<file path="src/rtl/mips_arb_pkg.sv">
// rtl/mips_arb_pkg.sv - shared types and constants for the data-memory arbiter
package mips_arb_pkg;

    typedef enum logic [1:0] {
        IDLE   = 2'd0,
        ACCESS = 2'd1,
        WAIT   = 2'd2,
        RESP   = 2'd3
    } arb_state_t;

    localparam int ARB_RR    = 0;
    localparam int ARB_FIXED = 1;

    localparam logic REQ_CPU = 1'b0;
    localparam logic REQ_DMA = 1'b1;

endpackage

</file>
<file path="src/rtl/mips_arb_select.sv">
// rtl/mips_arb_select.sv - winner selection: round-robin pointer or CPU priority with burst cap
module mips_arb_select
    import mips_arb_pkg::*;
#(
    parameter int ARB_MODE  = ARB_RR,
    parameter int MAX_BURST = 4
) (
    input  logic clk,
    input  logic reset,
    input  logic clk_enable,
    input  logic cpu_req,
    input  logic dma_req,
    input  logic grant,
    output logic winner,
    output logic valid
);

    localparam logic [3:0] BURST_CAP = 4'(MAX_BURST);

    logic       ptr_q, ptr_d;
    logic [3:0] burst_q, burst_d;

    always_comb begin
        valid  = cpu_req | dma_req;
        winner = REQ_CPU;
        if (cpu_req && dma_req) begin
            if (ARB_MODE == ARB_FIXED) begin
                winner = (burst_q == BURST_CAP) ? REQ_DMA : REQ_CPU;
            end else begin
                winner = ptr_q;
            end
        end else if (dma_req) begin
            winner = REQ_DMA;
        end
    end

    // The burst counter only runs in fixed mode so it never wraps while unused.
    always_comb begin
        ptr_d   = ptr_q;
        burst_d = burst_q;
        if (grant && valid) begin
            ptr_d = ~winner;
            if (ARB_MODE == ARB_FIXED) begin
                if (winner == REQ_CPU && dma_req) begin
                    burst_d = burst_q + 4'd1;
                end else begin
                    burst_d = '0;
                end
            end
        end
    end

    always_ff @(posedge clk or negedge reset) begin
        if (!reset) begin
            ptr_q   <= REQ_CPU;
            burst_q <= '0;
        end else if (clk_enable) begin
            ptr_q   <= ptr_d;
            burst_q <= burst_d;
        end
    end

endmodule

</file>
<file path="src/rtl/mips_data_mem_arbiter.sv">
// rtl/mips_data_mem_arbiter.sv - shares the data-memory port between the CPU and a DMA/debug loader
module mips_data_mem_arbiter
    import mips_arb_pkg::*;
#(
    parameter int ADDR_W      = 32,
    parameter int DATA_W      = 32,
    parameter int MEM_LATENCY = 1,
    parameter int ARB_MODE    = ARB_RR,
    parameter int MAX_BURST   = 4
) (
    input  logic              clk,
    input  logic              reset,
    input  logic              clk_enable,
    input  logic              cpu_req,
    input  logic              cpu_write,
    input  logic [ADDR_W-1:0] cpu_address,
    input  logic [DATA_W-1:0] cpu_writedata,
    output logic [DATA_W-1:0] cpu_readdata,
    output logic              cpu_ack,
    output logic              cpu_stall,
    input  logic              dma_req,
    input  logic              dma_write,
    input  logic [ADDR_W-1:0] dma_address,
    input  logic [DATA_W-1:0] dma_writedata,
    output logic [DATA_W-1:0] dma_readdata,
    output logic              dma_ack,
    output logic [ADDR_W-1:0] mem_address,
    output logic              mem_write,
    output logic              mem_read,
    output logic [DATA_W-1:0] mem_writedata,
    input  logic [DATA_W-1:0] mem_readdata,
    output logic              owner,
    output logic              busy
);

    localparam logic [2:0] LAT = 3'(MEM_LATENCY);

    arb_state_t        state_q, state_d;
    logic [2:0]        cnt_q, cnt_d;
    logic              wr_q, wr_d;
    logic [ADDR_W-1:0] addr_q, addr_d;
    logic [DATA_W-1:0] wdata_q, wdata_d;
    logic              owner_q, owner_d;
    logic [DATA_W-1:0] cpu_rd_q, cpu_rd_d;
    logic [DATA_W-1:0] dma_rd_q, dma_rd_d;

    logic grant;
    logic sel_winner;
    logic sel_valid;

    mips_arb_select #(
        .ARB_MODE  (ARB_MODE),
        .MAX_BURST (MAX_BURST)
    ) u_select (
        .clk        (clk),
        .reset      (reset),
        .clk_enable (clk_enable),
        .cpu_req    (cpu_req),
        .dma_req    (dma_req),
        .grant      (grant),
        .winner     (sel_winner),
        .valid      (sel_valid)
    );

    always_comb begin
        state_d  = state_q;
        cnt_d    = cnt_q;
        wr_d     = wr_q;
        addr_d   = addr_q;
        wdata_d  = wdata_q;
        owner_d  = owner_q;
        cpu_rd_d = cpu_rd_q;
        dma_rd_d = dma_rd_q;
        grant    = 1'b0;
        case (state_q)
            IDLE: begin
                if (sel_valid) begin
                    grant   = 1'b1;
                    owner_d = sel_winner;
                    if (sel_winner == REQ_DMA) begin
                        wr_d    = dma_write;
                        addr_d  = dma_address;
                        wdata_d = dma_writedata;
                    end else begin
                        wr_d    = cpu_write;
                        addr_d  = cpu_address;
                        wdata_d = cpu_writedata;
                    end
                    state_d = ACCESS;
                end
            end
            ACCESS: begin
                if (wr_q) begin
                    state_d = RESP;
                end else begin
                    cnt_d   = LAT;
                    state_d = WAIT;
                end
            end
            WAIT: begin
                cnt_d = cnt_q - 3'd1;
                // Memory data is valid on the last wait cycle; only the owner's register moves.
                if (cnt_q == 3'd1) begin
                    if (owner_q == REQ_DMA) begin
                        dma_rd_d = mem_readdata;
                    end else begin
                        cpu_rd_d = mem_readdata;
                    end
                    state_d = RESP;
                end
            end
            RESP: begin
                state_d = IDLE;
            end
            default: begin
                state_d = IDLE;
            end
        endcase
    end

    always_ff @(posedge clk or negedge reset) begin
        if (!reset) begin
            state_q  <= IDLE;
            cnt_q    <= '0;
            wr_q     <= 1'b0;
            addr_q   <= '0;
            wdata_q  <= '0;
            owner_q  <= REQ_CPU;
            cpu_rd_q <= '0;
            dma_rd_q <= '0;
        end else if (clk_enable) begin
            state_q  <= state_d;
            cnt_q    <= cnt_d;
            wr_q     <= wr_d;
            addr_q   <= addr_d;
            wdata_q  <= wdata_d;
            owner_q  <= owner_d;
            cpu_rd_q <= cpu_rd_d;
            dma_rd_q <= dma_rd_d;
        end
    end

    // Strobes decode straight from state so an async reset drops them at once.
    always_comb begin
        mem_address   = addr_q;
        mem_writedata = wdata_q;
        mem_write     = (state_q == ACCESS) && wr_q;
        mem_read      = (state_q == ACCESS) && !wr_q;
        busy          = (state_q != IDLE);
        owner         = owner_q;
        cpu_ack       = (state_q == RESP) && (owner_q == REQ_CPU);
        dma_ack       = (state_q == RESP) && (owner_q == REQ_DMA);
        cpu_stall     = cpu_req && !cpu_ack;
        cpu_readdata  = cpu_rd_q;
        dma_readdata  = dma_rd_q;
    end

endmodule

</file>
<file path="config.mk">
export PLATFORM = sky130hd
export DESIGN_NAME = mips_data_mem_arbiter
export DESIGN_NICKNAME = d
export VERILOG_FILES = /design/src/rtl/mips_arb_pkg.sv /design/src/rtl/mips_arb_select.sv /design/src/rtl/mips_data_mem_arbiter.sv
export SDC_FILE = /design/constraint.sdc
export NUM_CORES = 1
export LEC_CHECK = 0
export ABC_AREA = 1
export CORE_ASPECT_RATIO = 0.8
export CORE_MARGIN = 2
export CORE_UTILIZATION = 25
export DETAILED_ROUTE_END_ITERATION = 8
export HOLD_SLACK_MARGIN = 0.08
export PLACE_DENSITY_LB_ADDON = 0.15
export SYNTH_ARGS = -nofsm -noshare
export SYNTH_HDL_FRONTEND = slang
export SYNTH_SLANG_ARGS = --single-unit
</file>
<file path="constraint.sdc">
create_clock -name clk -period 4.75 [get_ports clk]
set_clock_uncertainty 0.05 [all_clocks]
set_input_delay 0.95 -clock clk [delete_from_list [all_inputs] [get_ports clk]]
set_output_delay 0.95 -clock clk [all_outputs]
set_load 0.01 [all_outputs]
</file>
==> results.yml, run 1 <==
clock_network:
  cts_tree: "done"
  clk_latency_ns: 0.41
  clockBufferDepth: 2
  hold_buffers: 0
  ctsResizeCount: 0
  cts_setup_buffers: 0
  clk_pin_slew_ns: 0.06
  cts_buffers: 17
  cts_htree_levels: 4
  clock_sinks: 136
  cts-root-buf: "clkbuf_16"
worst_setup_path:
  cpMaxStageDelayCell: "clkdlybuf4s50_1"
  crit_path_end_kind: "primary output"
  crit_chain: "clkdlybuf4s50_1 -> inv_1 -> nor2_1 -> clkdlybuf4s50_1"
  arrival_ns: 2.22
  critPathLaunchType: "input pin"
  crit_top_cell: "clkdlybuf4s50_1"
  path_class: "in2out"
  reg2reg_slack_ns: 2.41
  slowest_delay_ns: 0.57
  path_max_fanout: 3
  worst_ep_required_time_ns: 3.75
sta:
  period_share: 0.6781
  hold_viol: 0
  rsz0062_at_grt: "no"
  finalCriticalPeriod_ns: 3.221
  finalMaxSlewViolations: 0
  tightest_slew_ns: 0.8489
  setup_viol: 0
  max_freq_mhz: 310.5
  tns_ns: 0
  maxSlewHeadroom: 0.4341
detailed_routing:
  drc: 0
  first_pass_iters: 4
  routed_wl_mm: 21.94
  detail_route.iter0.violations: 344
  wl_per_cell_um: 16.65
  dr_total_vias: 5989
  vias_per_cell: 4.544
  drtAntennaViolNets: 0
yosys:
  synthCells: 714
  synth_seq_cells: 136
  ys_seq_area_frac: 0.5604
  yosys-top-cells-area: "dfrtp_1, nand2_1, nand3_1"
  ys_types: 18
  syn-num-nets: 888
  synth_warnings: 0
  yosys.area.top_type: "dfrtp_1"
  avgSynthCellArea_um2: 8.506
  yosysTopAreaCellShare: 0.5604
  syn_area_mm2: 0.006073
place:
  dp.cells: 1285
  place_congestion: 0.7946
  port_buffers: 301
  hpwl_mm: 14.71
layout:
  nets: 1166
  drive_gt1_frac: 0.05274
  ff_latch_area_mm2: 0.003403
  syn2layout_area_growth_pct: 63.39
  fin_cells: 1318
  multiInputGateArea_mm2: 0.002342
  n_fill_cell: 2362
global_routing:
  grtUsageMet3: 0.04444
  grt_use_met1: 0.2381
  grtUsageTotal: 0.1727
  busiest_layer: "met2"
  grt_pass1_vias: 6047
  grt_pass1_wl_mm: 34.02
  grt_overflow_total: 0
  use_met2: 0.2634
  grt_max_degree: 87
  antenna_found_initial: 1
die:
  coreArea_mm2: 0.02365
  initial_utilization: 0.2568
  pin_count: 302
  die_h_um: 143.4
  die_x_um: 178.3
  placementRows: 50
  die_area_mm2: 0.02556
power_and_ir_drop:
  p_leak_nw: 4.530
  peakVddDrop_v: 0.0002254
  p_total_mw: 6.002
  power_density_mw_per_mm2: 604.8
flow_run:
  cap_violations: 0
run_status:
  status: "finished, final reports clean"
worst_hold_path:
  hold_path.class: "reg2reg"
synth_stat cells (all sizes together):
cell type  number
nor2            8
nor3            2
nand3         138
dfrtp         136
nand4          66
inv            19
clkbuf         25
buf            29
o21a            1
o21ai           4
nand2         278
ha              7
a21oi           1
through the flow:
stage                     cell area [um2]  setup WS, ns  hold WS (ns)  utilization
after floorplan                      6073         2.609        0.4030            -
after global placement               9319         1.529        0.4052       0.3941
after detailed placement             9319         1.527        0.4075       0.3941
after CTS                            9921         1.525        0.4239       0.4195
after global routing                 9923         1.488        0.4378       0.4196
final                                9923         1.529        0.4185       0.4196
flip-flops by register name (all words and copies together) (netlist names):
signal and cells:
cnt_q 3, wr_q 1, dma_readdata 32, state_q 2
owner 1, cpu_readdata 32, u_select.ptr_q 1, mem_writedata 32
mem_address 32
where the power goes:
part / total [mW] / internal, mW / switching (mW)
Combinational: 2.63 / 1.36 / 1.27
Sequential: 2.02 / 1.70 / 0.320
Clock: 1.36 / 0.804 / 0.552
cell families after synthesis:
group,after synthesis,share of synthesized area
buffers and inverters,73,0.05686
AO/OA/AOI/OAI,6,0.005356
adder cells (fa/ha/maj),7,0.01442
AND/OR/NAND/NOR,492,0.3630
flip-flops,136,0.5604
cell usage in the layout (no fill, tap or decap):
cell	Yosys	final
a21oi_1	1	1
buf_12	0	1
buf_2	15	1
buf_4	4	11
buf_6	5	1
bufinv_16	0	2
clkbuf_16	0	17
clkbuf_8	0	1
clkdlybuf4s50_1	0	299
clkinv_2	0	2
clkinv_4	0	3
dfrtp_1	136	136
diode_2	0	1
ha_1	7	7
inv_1	18	17
inv_2	1	2
inv_6	0	5
inv_8	0	2
nand2_1	278	276
nand2_2	0	2
nand3_1	138	138
nand4_1	66	66
nor2_1	7	7
nor2_4	1	1
nor3_4	0	2
o21a_1	1	1
o21ai_0	4	4
final timing paths:
check | endpoint | startpoint | cells past startpoint
min in group asynchronous | mem_address[28] | reset | 1
worst max register to register | mem_address[17] | state_q[0] | 8
worst min-delay path | dma_readdata[13] | dma_readdata[13] | 2
worst max-delay path | cpu_stall | cpu_req | 4
max in group asynchronous | mem_address[31] | reset | 2
worst min register to register | dma_readdata[13] | dma_readdata[13] | 2
cell type report:
type,instances,area share
Timing Repair Buffer,313,0.3136
Antenna cell,1,0.0002522
Clock inverter,14,0.01639
Multi-Input combinational cell,505,0.2360
Tap cell,312,0.03934
Inverter,19,0.007187
Sequential cell,136,0.3430
Clock buffer,18,0.04426
layer usage:
metal	part of all wire	up-vias
li1	-	2935
met1	0.46	2814
met2	0.45	212
met3	0.069	28
met4	0.021	0
met5	0	-
worst max-delay path, delay by kind of cell:
kind	cells	cell delay, ns
buffers and inverters	3	1.17
AND/OR/NAND/NOR	1	0.10
Note: power is estimated with default switching activity, not from simulation.
==> run 2, diff against run 1 <==
==> constraint.sdc (replaced) <==
create_clock -name clk -period 2.9 [get_ports clk]
set_clock_uncertainty 0.05 [all_clocks]
set_input_delay 0.58 -clock clk [delete_from_list [all_inputs] [get_ports clk]]
set_output_delay 0.58 -clock clk [all_outputs]
set_load 0.01 [all_outputs]
==> results.yml, run 2 (synthesis gave the netlist of run 1 again) <==
clock_network:
  cts-root-buf: "clkbuf_16"
  clock_sinks: 136
  cts_buffers: 17
  ctsResizeCount: 0
  clk_pin_slew_ns: 0.06
  cts_htree_levels: 4
  cts_tree: "done"
  clockBufferDepth: 2
  clk_latency_ns: 0.41
global_routing:
  use_met2: 0.2817
  grt_pass1_wl_mm: 34.64
  antenna_found_initial: 0
  grt_pass1_vias: 6145
  grt_max_degree: 54
  grt_use_met1: 0.2263
  grt_overflow_total: 0
  grtUsageMet3: 0.04762
  grtUsageTotal: 0.1743
  busiest_layer: "met2"
layout:
  final_common_cell: "clkdlybuf4s50_1"
  multiInputGateArea_mm2: 0.002342
  final_area_mm2: 0.01005
  layout_common_cells: "clkdlybuf4s50_1, nand2_1, nand3_1, dfrtp_1, nand4_1"
  ff_latch_area_mm2: 0.003403
  fin_util: 0.4252
  antennaDiodeCount: 0
  drive_gt1_frac: 0.05830
  fin_cells: 1324
  nets: 1173
  n_fill_cell: 2338
  syn2layout_area_growth_pct: 65.55
die:
  die_x_um: 178.3
  placementRows: 50
  die_area_mm2: 0.02556
  die_h_um: 143.4
  initial_utilization: 0.2568
  coreArea_mm2: 0.02365
  pin_count: 302
power_and_ir_drop:
  peakVddDrop_v: 0.0004444
  p_total_mw: 10.01
  power_density_mw_per_mm2: 995.1
  p_leak_nw: 4.589
place:
  dp.cells: 1291
  port_buffers: 301
  dp_worst_setup_slack_ns: 0.4912
  place_area_mm2: 0.009414
  hpwl_mm: 15.04
  place_congestion: 0.7677
sta:
  timing.final.ws_setup_ns: 0.3717
  rsz0062_at_grt: "no"
  hold_viol: 0
  whs_ns: 0.4192
  finalCriticalPeriod_ns: 2.528
  tightest_slew_ns: 0.5045
  max_freq_mhz: 395.5
  finalMaxSlewViolations: 0
  setup_viol: 0
  period_share: 0.8718
  tns_ns: 0
  maxSlewHeadroom: 0.6637
worst_setup_path:
  crit_path_end_kind: "primary output"
  worst_ep_required_time_ns: 2.27
  r2r_start: "state_q[0]"
  critPathLaunch: "state_q[1]"
  path_class: "reg2out"
  path_max_fanout: 5
  arrival_ns: 1.90
  critPathLaunchType: "flip-flop"
detailed_routing:
  detail_route.iter0.violations: 402
  drc: 0
  routed_wl_mm: 22.23
  drtAntennaViolNets: 0
  dr_total_vias: 6039
  first_pass_iters: 4
  vias_per_cell: 4.561
  wl_per_cell_um: 16.79
worst_hold_path:
  min-delay-start: "cpu_readdata[22]"
  hold_path.class: "reg2reg"
flow_run:
  cap_violations: 0
run_status:
  status: "finished, final reports clean"
## run 2: cell count changes in the layout (fill, tap and decap cells not counted), sizes merged
cell,change
buf,+6
clkbuf,-1
clkinv,-2
clkinvlp,+1
diode,-1
dlygate4sd3,+1
inv,+2
## run 2: report_power, final
part / leakage [nW] / switching [mW] / total (mW) / internal, mW
clock network: 0.307 / 1.01 / 2.34 / 1.33
logic: 2.56 / 2.11 / 4.38 / 2.27
registers: 1.72 / 0.501 / 3.28 / 2.78
total: 4.59 / 3.62 / 10.0 / 6.39
## run 2: worst paths after layout
kind / endpoint / slack (ns) / depth (start not counted)
max: mem_read / 0.37 / 5
min: cpu_readdata[22] / 0.42 / 2
max reg2reg: cpu_readdata[6] / 0.96 / 7
min reg2reg: cpu_readdata[22] / 0.42 / 2
max in group asynchronous: dma_readdata[7] / 1.57 / 3
min in group asynchronous: mem_writedata[24] / 0.59 / 2
## run 2: repair_timing
item / 4_1_cts / 5_1_grt
hold buffers: 1 / 0
setup buffers: 0 / 0
hold endpoints to repair: 33 / 0
## run 2: area by class of cell
class,count,share of cell area
Sequential cell,136,0.3385
Timing Repair Buffer,320,0.3199
Inverter,19,0.007093
Tap cell,312,0.03883
Multi-Input combinational cell,505,0.2330
Clock buffer,17,0.04231
Clock inverter,15,0.02041
## run 2: layer usage
layer / share of wire / wire, um / up-vias
li1: - / - / 2949
met1: 0.45 / 10010 / 2870
met2: 0.46 / 10330 / 201
met3: 0.070 / 1563 / 19
met4: 0.015 / 323 / 0
met5: 0 / 0 / -
## run 2: critical path, stage by stage (launching register included)
cell,delay (ns)
dfrtp_1,0.42
inv_1,0.13
ha_1,0.19
inv_1,0.06
nor2_1,0.11
clkdlybuf4s50_1,0.58
==> run 3, diff against run 2 <==
--- a/config.mk
+++ b/config.mk
@@ -11,7 +11,9 @@
 export CORE_UTILIZATION = 25
 export DETAILED_ROUTE_END_ITERATION = 8
 export HOLD_SLACK_MARGIN = 0.08
+export MAX_ROUTING_LAYER = met4
 export PLACE_DENSITY_LB_ADDON = 0.15
+export SLEW_MARGIN = 20
 export SYNTH_ARGS = -nofsm -noshare
 export SYNTH_HDL_FRONTEND = slang
 export SYNTH_SLANG_ARGS = --single-unit
==> results.yml, run 3 (synthesis gave the netlist of run 1 again) <==
detailed_routing:
  drc: 0
  routed_wl_mm: 22.33
  wl_per_cell_um: 16.86
  detail_route.iter0.violations: 400
  wl_met1_mm: 10.27
  wl_met2_mm: 10.45
  wl_met3_mm: 1.321
  drtAntennaViolNets: 0
  top_layer: "met4"
  first_pass_iters: 4
  vias_per_cell: 4.580
  dr_total_vias: 6064
clock_network:
  clk_latency_ns: 0.41
  clk_pin_slew_ns: 0.06
  clock_sinks: 136
  cts-root-buf: "clkbuf_16"
  clockBufferDepth: 2
  cts_setup_buffers: 0
  cts_tree: "done"
  cts_htree_levels: 4
  ctsResizeCount: 0
  hold_buffers: 1
  cts_buffers: 17
global_routing:
  grtUsageTotal: 0.1797
  grt_pass1_vias: 6159
  grt_pass1_wl_mm: 34.62
  grt_overflow_total: 0
  antenna_found_initial: 0
  grt_max_degree: 54
sta:
  maxSlewHeadroom: 0.6589
  hold_viol: 0
  finalMaxSlewViolations: 0
  rsz0062_at_grt: "no"
  period_share: 0.8713
  tns_ns: 0
  tightest_slew_ns: 0.5116
  setup_viol: 0
  finalCriticalPeriod_ns: 2.527
  timing.final.ws_setup_ns: 0.3731
  max_freq_mhz: 395.7
worst_hold_path:
  hold_path.class: "reg2reg"
  min-delay-start: "cpu_readdata[22]"
worst_setup_path:
  path_max_fanout: 5
  crit_path_end_kind: "primary output"
  critPathLaunch: "state_q[1]"
  worst_ep_required_time_ns: 2.27
  arrival_ns: 1.90
  critPathLaunchType: "flip-flop"
  r2r_start: "state_q[0]"
  path_class: "reg2out"
layout:
  ff_latch_area_mm2: 0.003403
  antennaDiodeCount: 0
  nets: 1173
  syn2layout_area_growth_pct: 65.55
  drive_gt1_frac: 0.05830
  n_fill_cell: 2338
  multiInputGateArea_mm2: 0.002342
  layout_common_cells: "clkdlybuf4s50_1, nand2_1, nand3_1, dfrtp_1, nand4_1"
  final_common_cell: "clkdlybuf4s50_1"
die:
  initial_utilization: 0.2568
  placementRows: 50
  pin_count: 302
  die_h_um: 143.4
  die_area_mm2: 0.02556
  die_x_um: 178.3
  coreArea_mm2: 0.02365
run_status:
  status: "finished, final reports clean"
power_and_ir_drop:
  p_comb_frac: 0.438
  internal_power_mw: 6.386
  peakVddDrop_v: 0.0004459
  seq_power_share: 0.328
  netSwitchingPower_mw: 3.622
  p_leak_nw: 4.589
  power_density_mw_per_mm2: 995.4
  sw_frac_of_total: 0.3619
  p_clk_frac: 0.234
place:
  dp_worst_setup_slack_ns: 0.4912
  hpwl_mm: 15.04
  place_congestion: 0.7780
  port_buffers: 301
flow_run:
  cap_violations: 0
-- run 3: per-layer routing --
metal  vias to the layer above  global-route usage
li1                       2950                   -
met1                      2900              0.2314
met5                         -                   -
met3                        15             0.04365
met2                       199              0.2817
met4                         0             0.05220
-- run 3: worst paths after layout --
| path | end | slack, ns | cells past startpoint |
|---|---|---|---|
| max | mem_read | 0.37 | 5 |
| min | cpu_readdata[22] | 0.42 | 2 |
| max reg2reg | cpu_readdata[6] | 0.97 | 7 |
| min reg2reg | cpu_readdata[22] | 0.42 | 2 |
| max in group asynchronous | cpu_readdata[16] | 1.57 | 3 |
| min in group asynchronous | mem_writedata[24] | 0.59 | 2 |
-- run 3: area by class of cell --
class	instances	area share
timing repair buffer	320	0.3199
multi-input combinational	505	0.2330
clock inverter	15	0.02041
inverter	19	0.007093
clock buffer	17	0.04231
tap	312	0.03883
sequential	136	0.3385
-- run 3: power by group through the flow --
stage / sequential (mW) / clock (mW) / combinational (mW)
final: 3.28 / 2.34 / 4.39
after global routing: 3.40 / 2.50 / 4.80
after CTS: 3.29 / 2.41 / 4.46
after detailed placement: 3.30 / 0 / 4.45
after global placement: 3.29 / 0 / 4.45
after floorplan: 3.67 / 0 / 1.48
-- run 3: metrics by stage --
stage | cells | hold WS (ns) | power, mW | instance area, um2 | utilization
2_1_floorplan | 714 | 0.2344 | 5.145 | 6073 | -
3_3_place_gp | 1291 | 0.4033 | 7.736 | 9414 | 0.3981
3_5_place_dp | 1291 | 0.4074 | 7.748 | 9414 | 0.3981
4_1_cts | 1324 | 0.4241 | 10.16 | 10050 | 0.4252
5_1_grt | 1324 | 0.4412 | 10.70 | 10050 | 0.4252
6_report | 1324 | 0.4178 | 10.01 | 10050 | 0.4252
-- run 3: critical path: stages (launching register included) --
cell and delay, ns:
dfrtp_1 0.42, inv_1 0.13, ha_1 0.19, inv_1 0.06
nor2_1 0.11, clkdlybuf4s50_1 0.58
